<file path="src/rtl/twiddle_gen_pipe.sv">
// twiddle_gen_pipe
//   Pipelined twiddle-factor generator for the first stage of a radix-2^LOGR
//   FFT. It walks one frame of ROWS*COLS factors W_N^(row*col) in row-major
//   order, reading a quarter-wave Q1.15 cosine table (N/4+1 entries) that is
//   built at elaboration time. Issue-to-output latency is two cycles.
//
//   Parameters: LOGN (log2 FFT size, 4..10), LOGR (log2 column count,
//   1..LOGN-1), NW (output width, 8..16).
//   Optional build macro: TWGEN_ROUND_EN -- round half-up with positive
//   saturation when narrowing to NW < 16 bits; without it the low bits are
//   simply dropped.
//
//   Ports:
//     clk    in   rising-edge clock
//     rst_n  in   asynchronous active-low reset
//     start  in   frame start / restart pulse (wins over adv)
//     adv    in   issue the next factor this cycle (ignored when idle)
//     ifft   in   0: W=exp(-j*th), 1: W=exp(+j*th); sampled with start
//     wr     out  real part of W, signed NW bits
//     wi     out  imaginary part of W, signed NW bits
//     valid  out  wr/wi hold a factor
//     last   out  factor is the last of its frame (qualified by valid)
//     busy   out  frame in progress
module twiddle_gen_pipe #(
  parameter int LOGN = 6,
  parameter int LOGR = 3,
  parameter int NW   = 16
) (
  input  logic                 clk,
  input  logic                 rst_n,
  input  logic                 start,
  input  logic                 adv,
  input  logic                 ifft,
  output logic signed [NW-1:0] wr,
  output logic signed [NW-1:0] wi,
  output logic                 valid,
  output logic                 last,
  output logic                 busy
);

  localparam int N   = 1 << LOGN;
  localparam int QN  = N / 4;
  localparam int RW  = LOGN - LOGR;
  localparam int CW  = LOGR;
  localparam int MW  = LOGN - 2;
  localparam int RSH = (NW < 16) ? (15 - NW) : 0;
  localparam logic [16:0] RND = (NW < 16) ? (17'd1 << RSH) : 17'd0;

  // round(32767*cos(2*pi*k/N)) with 64-bit fixed-point (Q30) Taylor series,
  // so the table needs no real arithmetic at elaboration.
  function automatic logic [15:0] cos_q15(input int k);
    longint x;
    longint x2;
    longint term;
    longint sum;
    longint c;
    x    = (64'sd3373259426 * longint'(2 * k)) / longint'(N);
    x2   = (x * x) >>> 30;
    term = 64'sd1 <<< 30;
    sum  = term;
    for (int i = 1; i <= 10; i++) begin
      term = -((term * x2) >>> 30) / longint'((2 * i - 1) * (2 * i));
      sum  = sum + term;
    end
    c = (sum * 64'sd32767 + (64'sd1 <<< 29)) >>> 30;
    if (k == 0) begin
      c = 64'sd32767;
    end else if (k == QN || c < 64'sd0) begin
      c = 64'sd0;
    end else begin
      c = c;
    end
    return c[15:0];
  endfunction

  function automatic logic [16*(QN+1)-1:0] build_tab();
    logic [16*(QN+1)-1:0] t;
    t = '0;
    for (int k = 0; k <= QN; k++) begin
      t[16*k +: 16] = cos_q15(k);
    end
    return t;
  endfunction

  localparam logic [16*(QN+1)-1:0] COS_TAB = build_tab();

`ifdef TWGEN_ROUND_EN
  // Round half-up to NW bits; only a positive value can overflow.
  function automatic logic signed [NW-1:0] narrow(input logic signed [15:0] v);
    logic [16:0] s;
    s = {v[15], v} + RND;
    if (!s[16] && s[15]) begin
      return {1'b0, {(NW-1){1'b1}}};
    end else begin
      return s[15 -: NW];
    end
  endfunction
`else
  // Plain truncation to the top NW bits.
  function automatic logic signed [NW-1:0] narrow(input logic signed [15:0] v);
    return v[15 -: NW];
  endfunction
`endif

  typedef enum logic [0:0] {IDLE = 1'b0, RUN = 1'b1} state_t;

  state_t            state_r;
  logic [RW-1:0]     row_r;
  logic [CW-1:0]     col_r;
  logic [LOGN-1:0]   e_r;
  logic              mode_r;
  logic              busy_r;
  logic              issue_s;
  logic              final_s;
  logic [MW-1:0]     m_s;

  logic              s1_valid_r;
  logic              s1_last_r;
  logic              s1_mode_r;
  logic [1:0]        s1_q_r;
  logic signed [15:0] s1_a_r;
  logic signed [15:0] s1_b_r;

  logic signed [15:0] cos_s;
  logic signed [15:0] sin_s;
  logic signed [15:0] wi16_s;

  // start blocks issue in the same cycle; the final element has all-ones counters.
  assign issue_s = (state_r == RUN) && adv && !start;
  assign final_s = (&row_r) && (&col_r);
  assign m_s     = e_r[MW-1:0];
  assign busy    = busy_r;

  // Frame FSM: row/column walk with incremental exponent e = row*col mod N.
  always_ff @(posedge clk or negedge rst_n) begin
    if (!rst_n) begin
      state_r <= IDLE;
      busy_r  <= 1'b0;
      row_r   <= '0;
      col_r   <= '0;
      e_r     <= '0;
      mode_r  <= 1'b0;
    end else if (start) begin
      state_r <= RUN;
      busy_r  <= 1'b1;
      row_r   <= '0;
      col_r   <= '0;
      e_r     <= '0;
      mode_r  <= ifft;
    end else if (issue_s) begin
      if (final_s) begin
        state_r <= IDLE;
        busy_r  <= 1'b0;
        row_r   <= '0;
        col_r   <= '0;
        e_r     <= '0;
      end else if (!(&col_r)) begin
        col_r <= col_r + CW'(1);
        e_r   <= e_r + LOGN'(row_r);
      end else begin
        col_r <= '0;
        row_r <= row_r + RW'(1);
        e_r   <= '0;
      end
    end
  end

  // Stage 1: quadrant split and the two table reads C[m], C[N/4-m].
  always_ff @(posedge clk or negedge rst_n) begin
    if (!rst_n) begin
      s1_valid_r <= 1'b0;
      s1_last_r  <= 1'b0;
      s1_mode_r  <= 1'b0;
      s1_q_r     <= 2'd0;
      s1_a_r     <= 16'sd0;
      s1_b_r     <= 16'sd0;
    end else begin
      s1_valid_r <= issue_s;
      s1_last_r  <= issue_s && final_s;
      s1_mode_r  <= mode_r;
      s1_q_r     <= e_r[LOGN-1 -: 2];
      s1_a_r     <= COS_TAB[16*int'(m_s) +: 16];
      s1_b_r     <= COS_TAB[16*(QN - int'(m_s)) +: 16];
    end
  end

  // Quadrant reconstruction of cos/sin and the mode-dependent sign of WI.
  always_comb begin
    cos_s  = s1_a_r;
    sin_s  = s1_b_r;
    wi16_s = 16'sd0;
    case (s1_q_r)
      2'd0: begin cos_s = s1_a_r;  sin_s = s1_b_r;  end
      2'd1: begin cos_s = -s1_b_r; sin_s = s1_a_r;  end
      2'd2: begin cos_s = -s1_a_r; sin_s = -s1_b_r; end
      2'd3: begin cos_s = s1_b_r;  sin_s = -s1_a_r; end
      default: begin cos_s = s1_a_r; sin_s = s1_b_r; end
    endcase
    if (s1_mode_r) begin
      wi16_s = sin_s;
    end else begin
      wi16_s = -sin_s;
    end
  end

  // Stage 2: registered, narrowed outputs with their valid/last tags.
  always_ff @(posedge clk or negedge rst_n) begin
    if (!rst_n) begin
      valid <= 1'b0;
      last  <= 1'b0;
      wr    <= '0;
      wi    <= '0;
    end else begin
      valid <= s1_valid_r;
      last  <= s1_last_r;
      wr    <= narrow(cos_s);
      wi    <= narrow(wi16_s);
    end
  end

endmodule

</file>
<file path="config.mk">
export PLATFORM = sky130hd
export DESIGN_NAME = twiddle_gen_pipe
export DESIGN_NICKNAME = d
export VERILOG_FILES = /design/src/rtl/twiddle_gen_pipe.sv
export SDC_FILE = /design/constraint.sdc
export NUM_CORES = 1
export LEC_CHECK = 0
export ABC_AREA = 0
export BUFFER_PORTS_ARGS = -buffer_cell sky130_fd_sc_hd__buf_2
export CAP_MARGIN = 5
export CORE_MARGIN = 2
export CORE_UTILIZATION = 55
export CTS_BUF_LIST = sky130_fd_sc_hd__clkbuf_8
export CTS_CLUSTER_SIZE = 40
export DETAILED_ROUTE_END_ITERATION = 10
export PLACE_DENSITY = 0.74
export SETUP_SLACK_MARGIN = 0.1
export SYNTH_ARGS = -nofsm -noshare
export SYNTH_HDL_FRONTEND = slang
export SYNTH_SLANG_ARGS = --single-unit
</file>
<file path="constraint.sdc">
create_clock -name clk -period 3.3 [get_ports clk]
set_input_delay 0.66 -clock clk [delete_from_list [all_inputs] [get_ports clk]]
set_output_delay 0.66 -clock clk [all_outputs]
set_load 0.01 [all_outputs]
</file>
==> metrics.md <==
| Metric | Value |
|---|---|
| Via-to-Cell Ratio | `5.95` |
| Gr ovfl total | `0` |
| Initial antenna violation count | `0` |
| Chip Width | `~100 um` |
| Setup Fix Bufs, Post-CTS | `0` |
| Pwr per Cell Area | `326 nW/um^2` |
| Wire per inst | `16.2 um` |
| Iteration count of the initial detailed-routing pass | `4` |
| CTS Hold Bufs | `0` |
| Synthesized area per cell | `9.06 sq um` |
| WP data arrival | `3.27 ns` |
| Post-synth net total | `615` |
| Post-synth top area cell | `dfrtp_1` |
| Fin nets | `about 640` |
| Clk_lat worst skew | `0.37 ns` |
| Largest net degree at the start of global routing | `84` |
| CTS tree | `built` |
| Final Wtd Congestion | `0.900` |
| Top_reg_cell synth | `dfrtp_1` |
| Clock skew | `0.0191 ns` |
| Reg-to-Reg Start | `s1_a_r[0]` |
| Hold path startpoint | `s1_last_r` |
| ANT cells | `0` |
| Row count | `35` |
| Total length of routed wires | `12100 um` |
| Vias | `4452` |
| IO buf count | `39` |
| Min-delay worst type | `register to register` |
| Clock root cell | `clkbuf_8` |
| Nature of the critical path endpoint | `register` |
| Max transition margin | `between 30% and 40%` |
| ANT nets after route | `0` |
| Synth cell types | `70` |
| Layout cells sized above 1 | `between 15 and 20%` |
| Max-cap violations | `0` |
| Final total negative setup slack | `0 ns` |
| Setup CP Type | `register to register` |
| TritonCTS Sinks | `between 80 and 90` |
| Status | `completed` |
| Area contributors post-synth | `dfrtp_1, a21oi_1, nor2_1` |
| Post-synthesis cell area | `5350 sq um` |
| Setup crit start kind | `register` |
| Final design utilization | `63.0%` |
| CTS Buffer Depth | `2` |
| Post-synth top area share | `38.9%` |
| Overall power | `1.91 mW` |
| First-pass GRT wire length | `20500 um` |
| Count of final max-slew check failures | `0` |
| Io pins | `40` |
| Most common cell in the netlist | `dfrtp_1` |
| Static leakage | `2.61 nW` |
| Post-synth EDFFs | `0` |
| Vert. Die Dim | `between 100 and 150 um` |
| H-tree levels | `3` |
| Critical Path Source | `s1_a_r[0]` |
| 1st-iter DRT viols | `around 210` |
| Die area | `10500 sq um` |
| Total Routing Usage GR | `25.0%` |
| Final hold vios | `0` |
| Core ar. | `9330 sq um` |
| Synth Register Bits | `83` |
| Post-DP HPWL | `8730 um` |
| RSZ-0062 raised after global routing | `no` |
| Worst Path Max Fanout | `6` |
| Vias in the first global route | `4192` |
| Min cycle time layout | `3.02 ns` |
| Worst-margin pin slew | `0.958 ns` |
| DRC | `0` |
| Initial core utilization | `57.3%` |
| Register area share after synthesis | `between 30% and 40%` |
| Async set or reset register ratio after synthesis | `100%` |
| Number of CTS-inserted buffers | `9` |
| Final worst path period share | `~90%` |
| Fmax | `331 MHz` |
| Final setup violating endpoints | `0` |
| Worst IR Drop VDD | `0.191 mV` |
| Syn Inst Count | `590` |
| Synth top cells by count | `dfrtp_1, nor2_1, a21oi_1` |
| Worst Path Required | `about 3.6 ns` |
| Post-CTS sizing | `0` |
| Clock-pin slew on the worst setup and hold paths | `0.10 ns` |
| Synth-to-layout area growth | `9.95%` |
| Synth warn | `0` |
-- cell usage in the layout, fill, tap and decap left out, types with 3 or more instances in the layout --
cell type and n:
a211oi_1 11, a21o_1 5, a21oi_1 57, a31oi_1 13, a41oi_1 4, and2_1 5
and3_1 4, buf_2 38, buf_4 18, clkbuf_8 9, dfrtp_1 82, ha_1 19
inv_1 18, mux2_2 6, mux2i_1 17, mux4_2 3, nand2_1 47, nand2b_1 10
nand3_1 10, nand3b_1 3, nor2_1 65, nor2b_1 3, nor3_1 20, nor3b_1 5
nor4_1 3, nor4_4 3, o211ai_1 8, o21ai_0 31, o31ai_1 7, or2_2 4
or3_1 3, xnor2_1 16, xor2_1 18
-- final cells by class --
class                   count  area (sq um)
clock buffers               9           124
multi-input cells         446          3010
clock inverters             7           106
fillers                   782          3450
inverters                  18          67.6
flip-flops and latches     83          2080
repair buffers             56           325
well taps                 129           161
-- report_power, final --
part	leakage, nW	switching (mW)	internal [mW]	total (mW)
logic	1.51	0.0282	0.00815	0.0363
registers	0.988	0.00759	1.02	1.03
clock network	0.116	0.408	0.439	0.848
total	2.61	0.444	1.47	1.91
-- stage by stage --
| step | cell area (sq um) | worst slack (ns) | instances | hold slack (ns) |
|---|---|---|---|---|
| floorplan | 5350 | 0.553 | 590 | 0.331 |
| global placement | 5650 | 0.404 | 732 | 0.332 |
| detailed placement | 5650 | 0.309 | 732 | 0.345 |
| CTS | 5880 | 0.296 | 748 | 0.367 |
| global route | 5880 | 0.121 | 748 | 0.373 |
| finish | 5880 | 0.281 | 748 | 0.362 |
-- state kept, by name, indices dropped and copies added, names as in the netlist, 2 cells and up --
name,count
col_r,3
e_r,6
row_r,3
s1_a_r,15
s1_b_r,15
s1_q_r,2
wi,16
wr,16
-- worst max-delay path, stage by stage (launching register included) --
cell     delay (ns)
dfrtp_1        0.43
inv_1          0.09
ha_1           0.23
or4b_4         0.53
nor4_4         0.30
mux2_1         0.36
a211o_1        0.36
nor4_4         0.23
a41oi_1        0.19
xor2_1         0.17
-- kinds of logic after synthesis --
logic type,share of synthesized area [%]
XOR/XNOR,5.57
AO/OA/AOI/OAI,19.8
multiplexers,5.92
AND/OR/NAND/NOR,20.3
buffers and inverters,4.75
adder cells (fa/ha/maj),4.82
flip-flops,38.9
-- layer usage --
metal | up-vias | global-route usage, % | wire length [um]
li1 | 2155 | - | -
met1 | 2114 | 32.5 | 5260
met2 | 161 | 41.2 | 5860
met3 | 22 | 4.95 | 722
met4 | 0 | 9.64 | 308
met5 | - | 0 | 0
-- path summary, 6_finish.rpt --
path / to / slack [ns] / cells after the start
worst max-delay path: wi[14] / 0.28 / 9
max in group asynchronous: s1_q_r[0] / 2.20 / 1
worst max register to register: wi[14] / 0.28 / 9
worst min register to register: last / 0.36 / 0
worst min-delay path: last / 0.36 / 0
min in group asynchronous: wi[0] / 0.44 / 1
Power figures use the tool's default switching activity.
